<file path="config.mk">
export PLATFORM = sky130hd
export DESIGN_NAME = ss_state_master_flat
export DESIGN_NICKNAME = d
export VERILOG_FILES = /design/src/rtl/ss_pkg.sv /design/src/rtl/ss_state_master_if.sv /design/src/rtl/ss_timeout.sv /design/src/rtl/ss_state_master.sv /design/src/flat_wrapper.sv
export SDC_FILE = /design/constraint.sdc
export NUM_CORES = 1
export LEC_CHECK = 0
export CORE_ASPECT_RATIO = 0.5
export CORE_UTILIZATION = 45
export CTS_BUF_LIST = sky130_fd_sc_hd__clkbuf_2 sky130_fd_sc_hd__clkbuf_4 sky130_fd_sc_hd__clkbuf_8
export CTS_CLUSTER_DIAMETER = 80
export CTS_CLUSTER_SIZE = 25
export DETAILED_ROUTE_END_ITERATION = 6
export DONT_BUFFER_PORTS = 1
export PLACE_DENSITY = 0.61
export SYNTH_ARGS = -nofsm -noshare
export SYNTH_HDL_FRONTEND = slang
export SYNTH_SLANG_ARGS = --single-unit
</file>
<file path="constraint.sdc">
create_clock -name clk -period 11.08 [get_ports clk]
set_input_delay 2.77 -clock clk [delete_from_list [all_inputs] [get_ports clk]]
set_output_delay 2.77 -clock clk [all_outputs]
set_load 0.1 [all_outputs]
</file>
<file path="src/rtl/ss_pkg.sv">
// ss_pkg: shared types and constants for the save-state initiator.
// FSM state enum, header word layout and a header packing helper.
package ss_pkg;

  localparam int SS_DATA_W      = 64;
  localparam int SS_HDR_IDX_LSB = 56;
  localparam int SS_HDR_CNT_W   = 16;

  typedef enum logic [3:0] {
    IDLE,
    QUERY,
    HDR,
    SLV_RD,
    MEM_WR,
    MEM_RD,
    SLV_WR,
    NEXT,
    DONE
  } ss_state_t;

  // Header word: {idx[7:0], 40'b0, count[15:0]}
  function automatic logic [SS_DATA_W-1:0] ss_hdr(
    input logic [7:0]              idx,
    input logic [SS_HDR_CNT_W-1:0] cnt
  );
    logic [SS_DATA_W-1:0] w;
    w = '0;
    w[SS_HDR_IDX_LSB +: 8]  = idx;
    w[SS_HDR_CNT_W-1:0]     = cnt;
    return w;
  endfunction

endpackage

</file>
<file path="src/rtl/ss_state_master_if.sv">
// ss_state_master_if: save-state slave bus plus 64-bit memory port.
// master = initiator side, slave = chip models and memory side.
interface ss_state_master_if
  import ss_pkg::*;
#(
  parameter int ADDR_W = 24
);

  logic [7:0]           ss_idx;
  logic [7:0]           ss_addr;
  logic [SS_DATA_W-1:0] ss_wdata;
  logic                 ss_query;
  logic                 ss_read;
  logic                 ss_write;
  logic                 ss_ack;
  logic [SS_DATA_W-1:0] ss_rdata;

  logic                 mem_req;
  logic                 mem_we;
  logic [ADDR_W-1:0]    mem_addr;
  logic [SS_DATA_W-1:0] mem_wdata;
  logic                 mem_ack;
  logic [SS_DATA_W-1:0] mem_rdata;

  modport master (
    output ss_idx, ss_addr, ss_wdata,
    output ss_query, ss_read, ss_write,
    input  ss_ack, ss_rdata,
    output mem_req, mem_we, mem_addr, mem_wdata,
    input  mem_ack, mem_rdata
  );

  modport slave (
    input  ss_idx, ss_addr, ss_wdata,
    input  ss_query, ss_read, ss_write,
    output ss_ack, ss_rdata,
    input  mem_req, mem_we, mem_addr, mem_wdata,
    output mem_ack, mem_rdata
  );

endinterface

</file>
<file path="src/rtl/ss_timeout.sv">
// ss_timeout: loadable down-counter for slave ack waits.
// Ports: clk, reset, load (reload), run (request active), expire.
module ss_timeout #(
  parameter  int TIMEOUT = 255,
  localparam int W       = $clog2(TIMEOUT + 1)
) (
  input  logic clk,
  input  logic reset,
  input  logic load,
  input  logic run,
  output logic expire
);

  // Request cycle k sees TIMEOUT-k, so the TIMEOUT-th
  // unacked cycle is the one that expires.
  localparam logic [W-1:0] RELOAD = W'(TIMEOUT - 1);

  logic [W-1:0] cnt;

  always_ff @(posedge clk or posedge reset) begin
    if (reset) begin
      cnt <= '0;
    end else if (load) begin
      cnt <= RELOAD;
    end else if (run && cnt != '0) begin
      cnt <= cnt - 1'b1;
    end
  end

  assign expire = run && (cnt == '0);

endmodule

</file>
<file path="src/rtl/ss_state_master.sv">
// ss_state_master: save-state bus initiator; saves slaves to memory
// or restores them. Ports: clk, reset, start_*, base_addr, busy,
// done, error, bus (slave + memory handshakes).
module ss_state_master
  import ss_pkg::*;
#(
  parameter int NUM_IDX = 32,
  parameter int ADDR_W  = 24,
  parameter int TIMEOUT = 255
) (
  input  logic              clk,
  input  logic              reset,
  input  logic              start_save,
  input  logic              start_restore,
  input  logic [ADDR_W-1:0] base_addr,
  output logic              busy,
  output logic              done,
  output logic              error,
  ss_state_master_if.master bus
);

  localparam logic [7:0] LAST_IDX = 8'(NUM_IDX - 1);

  ss_state_t state, state_d;
  logic      gap, gap_d;

  logic                    save_mode;
  logic [7:0]              idx;
  logic [SS_HDR_CNT_W-1:0] cnt;
  logic [SS_HDR_CNT_W-1:0] reg_i;
  logic [ADDR_W-1:0]       ptr;
  logic [SS_DATA_W-1:0]    ss_wdata_q;
  logic [SS_DATA_W-1:0]    mem_wdata_q;
  logic                    error_q;

  logic query_o, read_o, write_o, mreq_o;
  logic start, ss_act, ss_hit, mem_hit;
  logic expire, tmo, last_reg, hdr_ok;
  logic [SS_HDR_CNT_W-1:0] q_cnt;

  assign start    = start_save | start_restore;
  assign ss_act   = query_o | read_o | write_o;
  assign ss_hit   = ss_act & bus.ss_ack;
  assign mem_hit  = mreq_o & bus.mem_ack;
  assign tmo      = expire & ~bus.ss_ack;
  assign last_reg = (reg_i + 16'd1) == cnt;
  assign q_cnt    = ss_hit ? bus.ss_rdata[SS_HDR_CNT_W-1:0]
                           : '0;
  assign hdr_ok   =
    (bus.mem_rdata[SS_HDR_IDX_LSB +: 8] == idx) &&
    (bus.mem_rdata[SS_HDR_CNT_W-1:0] == cnt);

  ss_timeout #(
    .TIMEOUT (TIMEOUT)
  ) u_tmo (
    .clk    (clk),
    .reset  (reset),
    .load   (~ss_act),
    .run    (ss_act),
    .expire (expire)
  );

  // gap suppresses the strobe for the one cycle after an ack
  always_ff @(posedge clk or posedge reset) begin
    if (reset) begin
      state <= IDLE;
      gap   <= 1'b0;
    end else begin
      state <= state_d;
      gap   <= gap_d;
    end
  end

  always_comb begin
    state_d = state;
    gap_d   = 1'b0;
    unique case (state)
      IDLE: begin
        if (start) state_d = QUERY;
      end
      QUERY: begin
        if (ss_hit || tmo) begin
          state_d = HDR;
          gap_d   = 1'b1;
        end
      end
      HDR: begin
        if (mem_hit) begin
          gap_d = 1'b1;
          if (!save_mode && !hdr_ok)
            state_d = DONE;
          else if (cnt == '0)
            state_d = NEXT;
          else
            state_d = save_mode ? SLV_RD : MEM_RD;
        end
      end
      SLV_RD: begin
        if (ss_hit) begin
          state_d = MEM_WR;
          gap_d   = 1'b1;
        end else if (tmo) begin
          state_d = DONE;
        end
      end
      MEM_WR: begin
        if (mem_hit) begin
          state_d = last_reg ? NEXT : SLV_RD;
          gap_d   = 1'b1;
        end
      end
      MEM_RD: begin
        if (mem_hit) begin
          state_d = SLV_WR;
          gap_d   = 1'b1;
        end
      end
      SLV_WR: begin
        if (ss_hit) begin
          state_d = last_reg ? NEXT : MEM_RD;
          gap_d   = 1'b1;
        end else if (tmo) begin
          state_d = DONE;
        end
      end
      NEXT: begin
        state_d = (idx == LAST_IDX) ? DONE : QUERY;
      end
      DONE: begin
        state_d = IDLE;
      end
      default: begin
        state_d = IDLE;
      end
    endcase
  end

  always_comb begin
    query_o = 1'b0;
    read_o  = 1'b0;
    write_o = 1'b0;
    mreq_o  = 1'b0;
    unique case (state)
      QUERY:               query_o = ~gap;
      SLV_RD:              read_o  = ~gap;
      SLV_WR:              write_o = ~gap;
      HDR, MEM_WR, MEM_RD: mreq_o  = ~gap;
      default: ;
    endcase
  end

  always_ff @(posedge clk or posedge reset) begin
    if (reset) begin
      save_mode   <= 1'b0;
      idx         <= '0;
      cnt         <= '0;
      reg_i       <= '0;
      ptr         <= '0;
      ss_wdata_q  <= '0;
      mem_wdata_q <= '0;
      error_q     <= 1'b0;
    end else begin
      if (state == IDLE && start) begin
        save_mode <= start_save;
        idx       <= '0;
        reg_i     <= '0;
        ptr       <= base_addr;
        error_q   <= 1'b0;
      end
      // header word is staged as soon as the count is known
      if (state == QUERY && (ss_hit || tmo)) begin
        cnt         <= q_cnt;
        mem_wdata_q <= ss_hdr(idx, q_cnt);
      end
      if (mem_hit)
        ptr <= ptr + 1'b1;
      if (state == HDR && mem_hit && !save_mode && !hdr_ok)
        error_q <= 1'b1;
      if ((state == SLV_RD || state == SLV_WR) && tmo)
        error_q <= 1'b1;
      if (state == SLV_RD && ss_hit)
        mem_wdata_q <= bus.ss_rdata;
      if (state == MEM_RD && mem_hit)
        ss_wdata_q <= bus.mem_rdata;
      if (((state == MEM_WR && mem_hit) ||
           (state == SLV_WR && ss_hit)) && !last_reg)
        reg_i <= reg_i + 16'd1;
      if (state == NEXT) begin
        reg_i <= '0;
        if (idx != LAST_IDX)
          idx <= idx + 8'd1;
      end
    end
  end

  assign busy  = (state != IDLE) && (state != DONE);
  assign done  = (state == DONE) && !error_q;
  assign error = error_q;

  assign bus.ss_idx    = idx;
  assign bus.ss_addr   = reg_i[7:0];
  assign bus.ss_wdata  = ss_wdata_q;
  assign bus.ss_query  = query_o;
  assign bus.ss_read   = read_o;
  assign bus.ss_write  = write_o;
  assign bus.mem_req   = mreq_o;
  assign bus.mem_we    = mreq_o & save_mode;
  assign bus.mem_addr  = ptr;
  assign bus.mem_wdata = mem_wdata_q;

endmodule

</file>
<file path="src/flat_wrapper.sv">
// flat-port wrapper written by rule: the top's interface ports become plain ports
module ss_state_master_flat import ss_pkg::*;
#(
  parameter int NUM_IDX = 32,
  parameter int ADDR_W  = 24,
  parameter int TIMEOUT = 255
)
  (clk, reset, start_save, start_restore, base_addr, busy, done, error, bus_ss_idx, bus_ss_addr, bus_ss_wdata, bus_ss_query, bus_ss_read, bus_ss_write, bus_ss_ack, bus_ss_rdata, bus_mem_req, bus_mem_we, bus_mem_addr, bus_mem_wdata, bus_mem_ack, bus_mem_rdata);
  ss_state_master_if #(.ADDR_W(ADDR_W)) bus_i ();
  input  logic clk;
  input  logic reset;
  input  logic start_save;
  input  logic start_restore;
  input  logic [ADDR_W-1:0] base_addr;
  output logic busy;
  output logic done;
  output logic error;
  output wire logic [$bits(bus_i.ss_idx)-1:0] bus_ss_idx;
  output wire logic [$bits(bus_i.ss_addr)-1:0] bus_ss_addr;
  output wire logic [$bits(bus_i.ss_wdata)-1:0] bus_ss_wdata;
  output wire logic [$bits(bus_i.ss_query)-1:0] bus_ss_query;
  output wire logic [$bits(bus_i.ss_read)-1:0] bus_ss_read;
  output wire logic [$bits(bus_i.ss_write)-1:0] bus_ss_write;
  input wire logic [$bits(bus_i.ss_ack)-1:0] bus_ss_ack;
  input wire logic [$bits(bus_i.ss_rdata)-1:0] bus_ss_rdata;
  output wire logic [$bits(bus_i.mem_req)-1:0] bus_mem_req;
  output wire logic [$bits(bus_i.mem_we)-1:0] bus_mem_we;
  output wire logic [$bits(bus_i.mem_addr)-1:0] bus_mem_addr;
  output wire logic [$bits(bus_i.mem_wdata)-1:0] bus_mem_wdata;
  input wire logic [$bits(bus_i.mem_ack)-1:0] bus_mem_ack;
  input wire logic [$bits(bus_i.mem_rdata)-1:0] bus_mem_rdata;
  assign bus_ss_idx = bus_i.ss_idx;
  assign bus_ss_addr = bus_i.ss_addr;
  assign bus_ss_wdata = bus_i.ss_wdata;
  assign bus_ss_query = bus_i.ss_query;
  assign bus_ss_read = bus_i.ss_read;
  assign bus_ss_write = bus_i.ss_write;
  assign bus_i.ss_ack = bus_ss_ack;
  assign bus_i.ss_rdata = bus_ss_rdata;
  assign bus_mem_req = bus_i.mem_req;
  assign bus_mem_we = bus_i.mem_we;
  assign bus_mem_addr = bus_i.mem_addr;
  assign bus_mem_wdata = bus_i.mem_wdata;
  assign bus_i.mem_ack = bus_mem_ack;
  assign bus_i.mem_rdata = bus_mem_rdata;
  ss_state_master #(.NUM_IDX(NUM_IDX), .ADDR_W(ADDR_W), .TIMEOUT(TIMEOUT)) u_core (.clk(clk), .reset(reset), .start_save(start_save), .start_restore(start_restore), .base_addr(base_addr), .busy(busy), .done(done), .error(error), .bus(bus_i));
endmodule
</file>
==> summary.txt <==
Cells and area
  • Layout cells sized above 1: 0.135
  • Commonest cells after routing, fill and taps aside: dfrtp_1, nand2_1, mux2_2, nand3_1, o21ai_0
  • Area grow syn2layout: 4.74%
  • Fillers: 1987
  • Commonest non-fill, non-tap cell in the layout: dfrtp_1
  • Number of diodes: 0
  • Nets: 1117

Logic synthesis
  • Yosys warning count: 0
  • Syn nets: 1155
  • Seq/Total Area, Yosys: 0.513
  • Synth Cell Area: 10100 um^2
  • Biggest area consumer among synthesized cells: dfrtp_1
  • Post-synth cell types: 61
  • Ys async rst share: 1.00
  • Post-synth top flop: dfrtp_1
  • Top-area cell type share of the netlist area: 0.513
  • Syn Inst Count: 992
  • Ranking of synthesized cells by area: dfrtp_1, mux2_2, nand2_1, nand3_1, xnor2_1
  • EDFF count, synth: 0
  • Flops & latches, synth: 207
  • Synthesized area per cell: 10.2 um^2

Flow run
  • Max-cap viol count: 0

Worst setup path
  • Buffers and inverters on the worst path: 0
  • Critical path endpoint category: primary output
  • Worst Path Arrival: 3220 ps
  • Max stage delay on crit path: 880 ps
  • Crit path kind: flop to primary output
  • Crit path max-delay cell type: and2_1
  • Startpoint type of the worst setup path: flop
  • Crit path max fanout: 15
  • Cell family with most CP delay: simple AND/OR/NAND/NOR gates
  • Worst Path Required: 8310 ps
  • Crit-path cells: nor3b_1 > o21a_1 > and2_1

Clock network
  • Clk slew on worst S/H paths: 160 ps
  • Worst-Skew Late Latency: 530 ps
  • Max Root-Sink Buffers: 3
  • Post-CTS Setup Bufs: 0
  • CTS Buf Count: 12
  • Htree depth: 1
  • Clk root buf: clkbuf_8
  • Post-CTS resize count: 0
  • TritonCTS clock tree: done
  • Cts hold-fix bufs: 0
  • Clk sinks: 207

STA
  • Final min period: 5990 ps
  • Slew @ Worst Pin: 1190 ps
  • Peak Freq: 167 MHz
  • RSZ-0062 raised after global routing: false
  • Slew Viols, Final: 0
  • Final Cycle Share: 0.541
  • Slew HR: 0.209
  • Final TNS setup: 0 ps
  • Final Hold Viols: 0
  • Clock skew: 43.4 ps
  • Setup violators final: 0

Hold path
  • Hold Crit Class: flop to flop

Detailed routing
  • Met1 WL: 11600 um
  • Met3 WL: 1610 um
  • Final antenna-violating net count: 0
  • Met2 Routed Length: 12800 um
  • Drt initial violations: 616
  • DR top layer: met4
  • WL/cell: 21.1 um
  • DR pass1 iterations: 5
  • Vias per inst: 5.85
  • Total Wirelength: 26500 um
  • Residual DRC: 0
  • Vias: 7332

Global routing
  • Via count of the first global-routing pass: 7012
  • First-pass GRT wire length: 40800 um
  • Grt ovf: 0
  • Pin count of the biggest net entering global routing: 138
  • GRT Overall Usage: 0.223
  • Initial antenna violation count: 0

Placed design
  • Final GP Congestion: 0.919
  • PortBufs: 0
  • Post-DP HPWL: 19200 um

Floorplan
  • Chip height: 108 um
  • Row count: 38
  • CORE AREA: 21800 um^2
  • Die width: 214 um
  • Die area: 23100 um^2
  • IO Count: 334
  • Initial Utilization: 0.463

Status
  • Status: finished, final reports clean
[cell type report]
class                           count  area, um^2  share of cell area
Clock buffer                       13         179              0.0169
Sequential cell                   207        5180               0.489
Inverter                            8        37.5             0.00355
Clock inverter                      1        20.0             0.00189
Tap cell                          300         375              0.0355
Multi-Input combinational cell    705        4580               0.433
Timing Repair Buffer               20         210              0.0199
[cell families (layout without fill, tap and decap cells)]
group / count (synthesis) / in the layout / synth area share
and+or+nand+nor: 421 / 421 / 0.201
muxes: 75 / 75 / 0.0826
AOI/OAI and AO/OA: 145 / 145 / 0.109
DFF: 207 / 207 / 0.513
xor gates and xnor gates: 59 / 59 / 0.0511
adders and majority gates: 5 / 5 / 0.00619
buffers and inverters: 80 / 42 / 0.0373
[layer usage]
layer / track usage / vias up
li1: - / 3433
met1: 0.302 / 3658
met2: 0.363 / 214
met3: 0.0563 / 27
met4: 0.0473 / 0
met5: 0 / -
[cell usage after synthesis, types with 4 or more instances]
| master | instances |
|---|---|
| and3_1 | 11 |
| buf_1 | 4 |
| nand2_1 | 188 |
| nor4_1 | 19 |
| a31oi_1 | 4 |
| and4_1 | 6 |
| buf_2 | 16 |
| xor2_1 | 21 |
| dfrtp_1 | 207 |
| or2_2 | 4 |
| a32o_1 | 16 |
| or3_1 | 5 |
| o311ai_0 | 6 |
| nand3_1 | 67 |
| clkbuf_1 | 40 |
| a211oi_1 | 4 |
| xnor2_1 | 38 |
| and2_1 | 10 |
| o21ai_0 | 46 |
| a21oi_1 | 7 |
| ha_1 | 5 |
| inv_1 | 8 |
| buf_4 | 9 |
| nor2_1 | 46 |
| nor2b_1 | 5 |
| nand4_1 | 15 |
| mux2_2 | 67 |
| a221o_1 | 19 |
| nand2b_1 | 9 |
| nor3_1 | 20 |
| mux2i_1 | 8 |
| o211ai_1 | 17 |
[metrics by stage]
stage          instance area (um^2)   util  setup slack, ps  std cells  hold slack, ps
5_1_grt                       10600  0.485             4980       1254             565
2_1_floorplan                 10100      -             2660        992             484
4_1_cts                       10600  0.485             5080       1254             549
6_report                      10600  0.485             5090       1254             548
3_5_place_dp                  10400  0.476             5690       1240             508
3_3_place_gp                  10400  0.476             5710       1240             506
[tightest hold or removal path: cells and delay by family, from the launching register on]
family / cells / cell delay (ps)
flops: 1 / 390
simple gates: 1 / 60
xor+xnor: 1 / 80
[state kept, by name (all words and copies together) (netlist names)]
register	flops
u_core.state	4
u_core.error	1
u_core.bus.ss_idx	8
u_core.save_mode	1
u_core.gap	1
u_core.bus.ss_wdata	64
u_core.bus.mem_wdata	64
u_core.cnt	16
u_core.reg_i	16
u_core.bus.mem_addr	24
u_core.u_tmo.cnt	8
[worst paths after layout]
kind / cells after the start / from / to / slack [ps]
max: 3 / u_core.state[1] / bus_mem_we / 5090
min: 2 / u_core.u_tmo.cnt[6] / u_core.u_tmo.cnt[6] / 550
max reg2reg: 5 / u_core.state[3] / u_core.bus.mem_wdata[56] / 6900
min reg2reg: 2 / u_core.u_tmo.cnt[6] / u_core.u_tmo.cnt[6] / 550
max in group asynchronous: 2 / reset / u_core.bus.mem_wdata[10] / 7290
min in group asynchronous: 1 / reset / u_core.bus.mem_wdata[38] / 2280
Power is left out: the tool's default activity adds up to more than one toggle a clock period on the data nets, which glitch-free logic cannot reach.
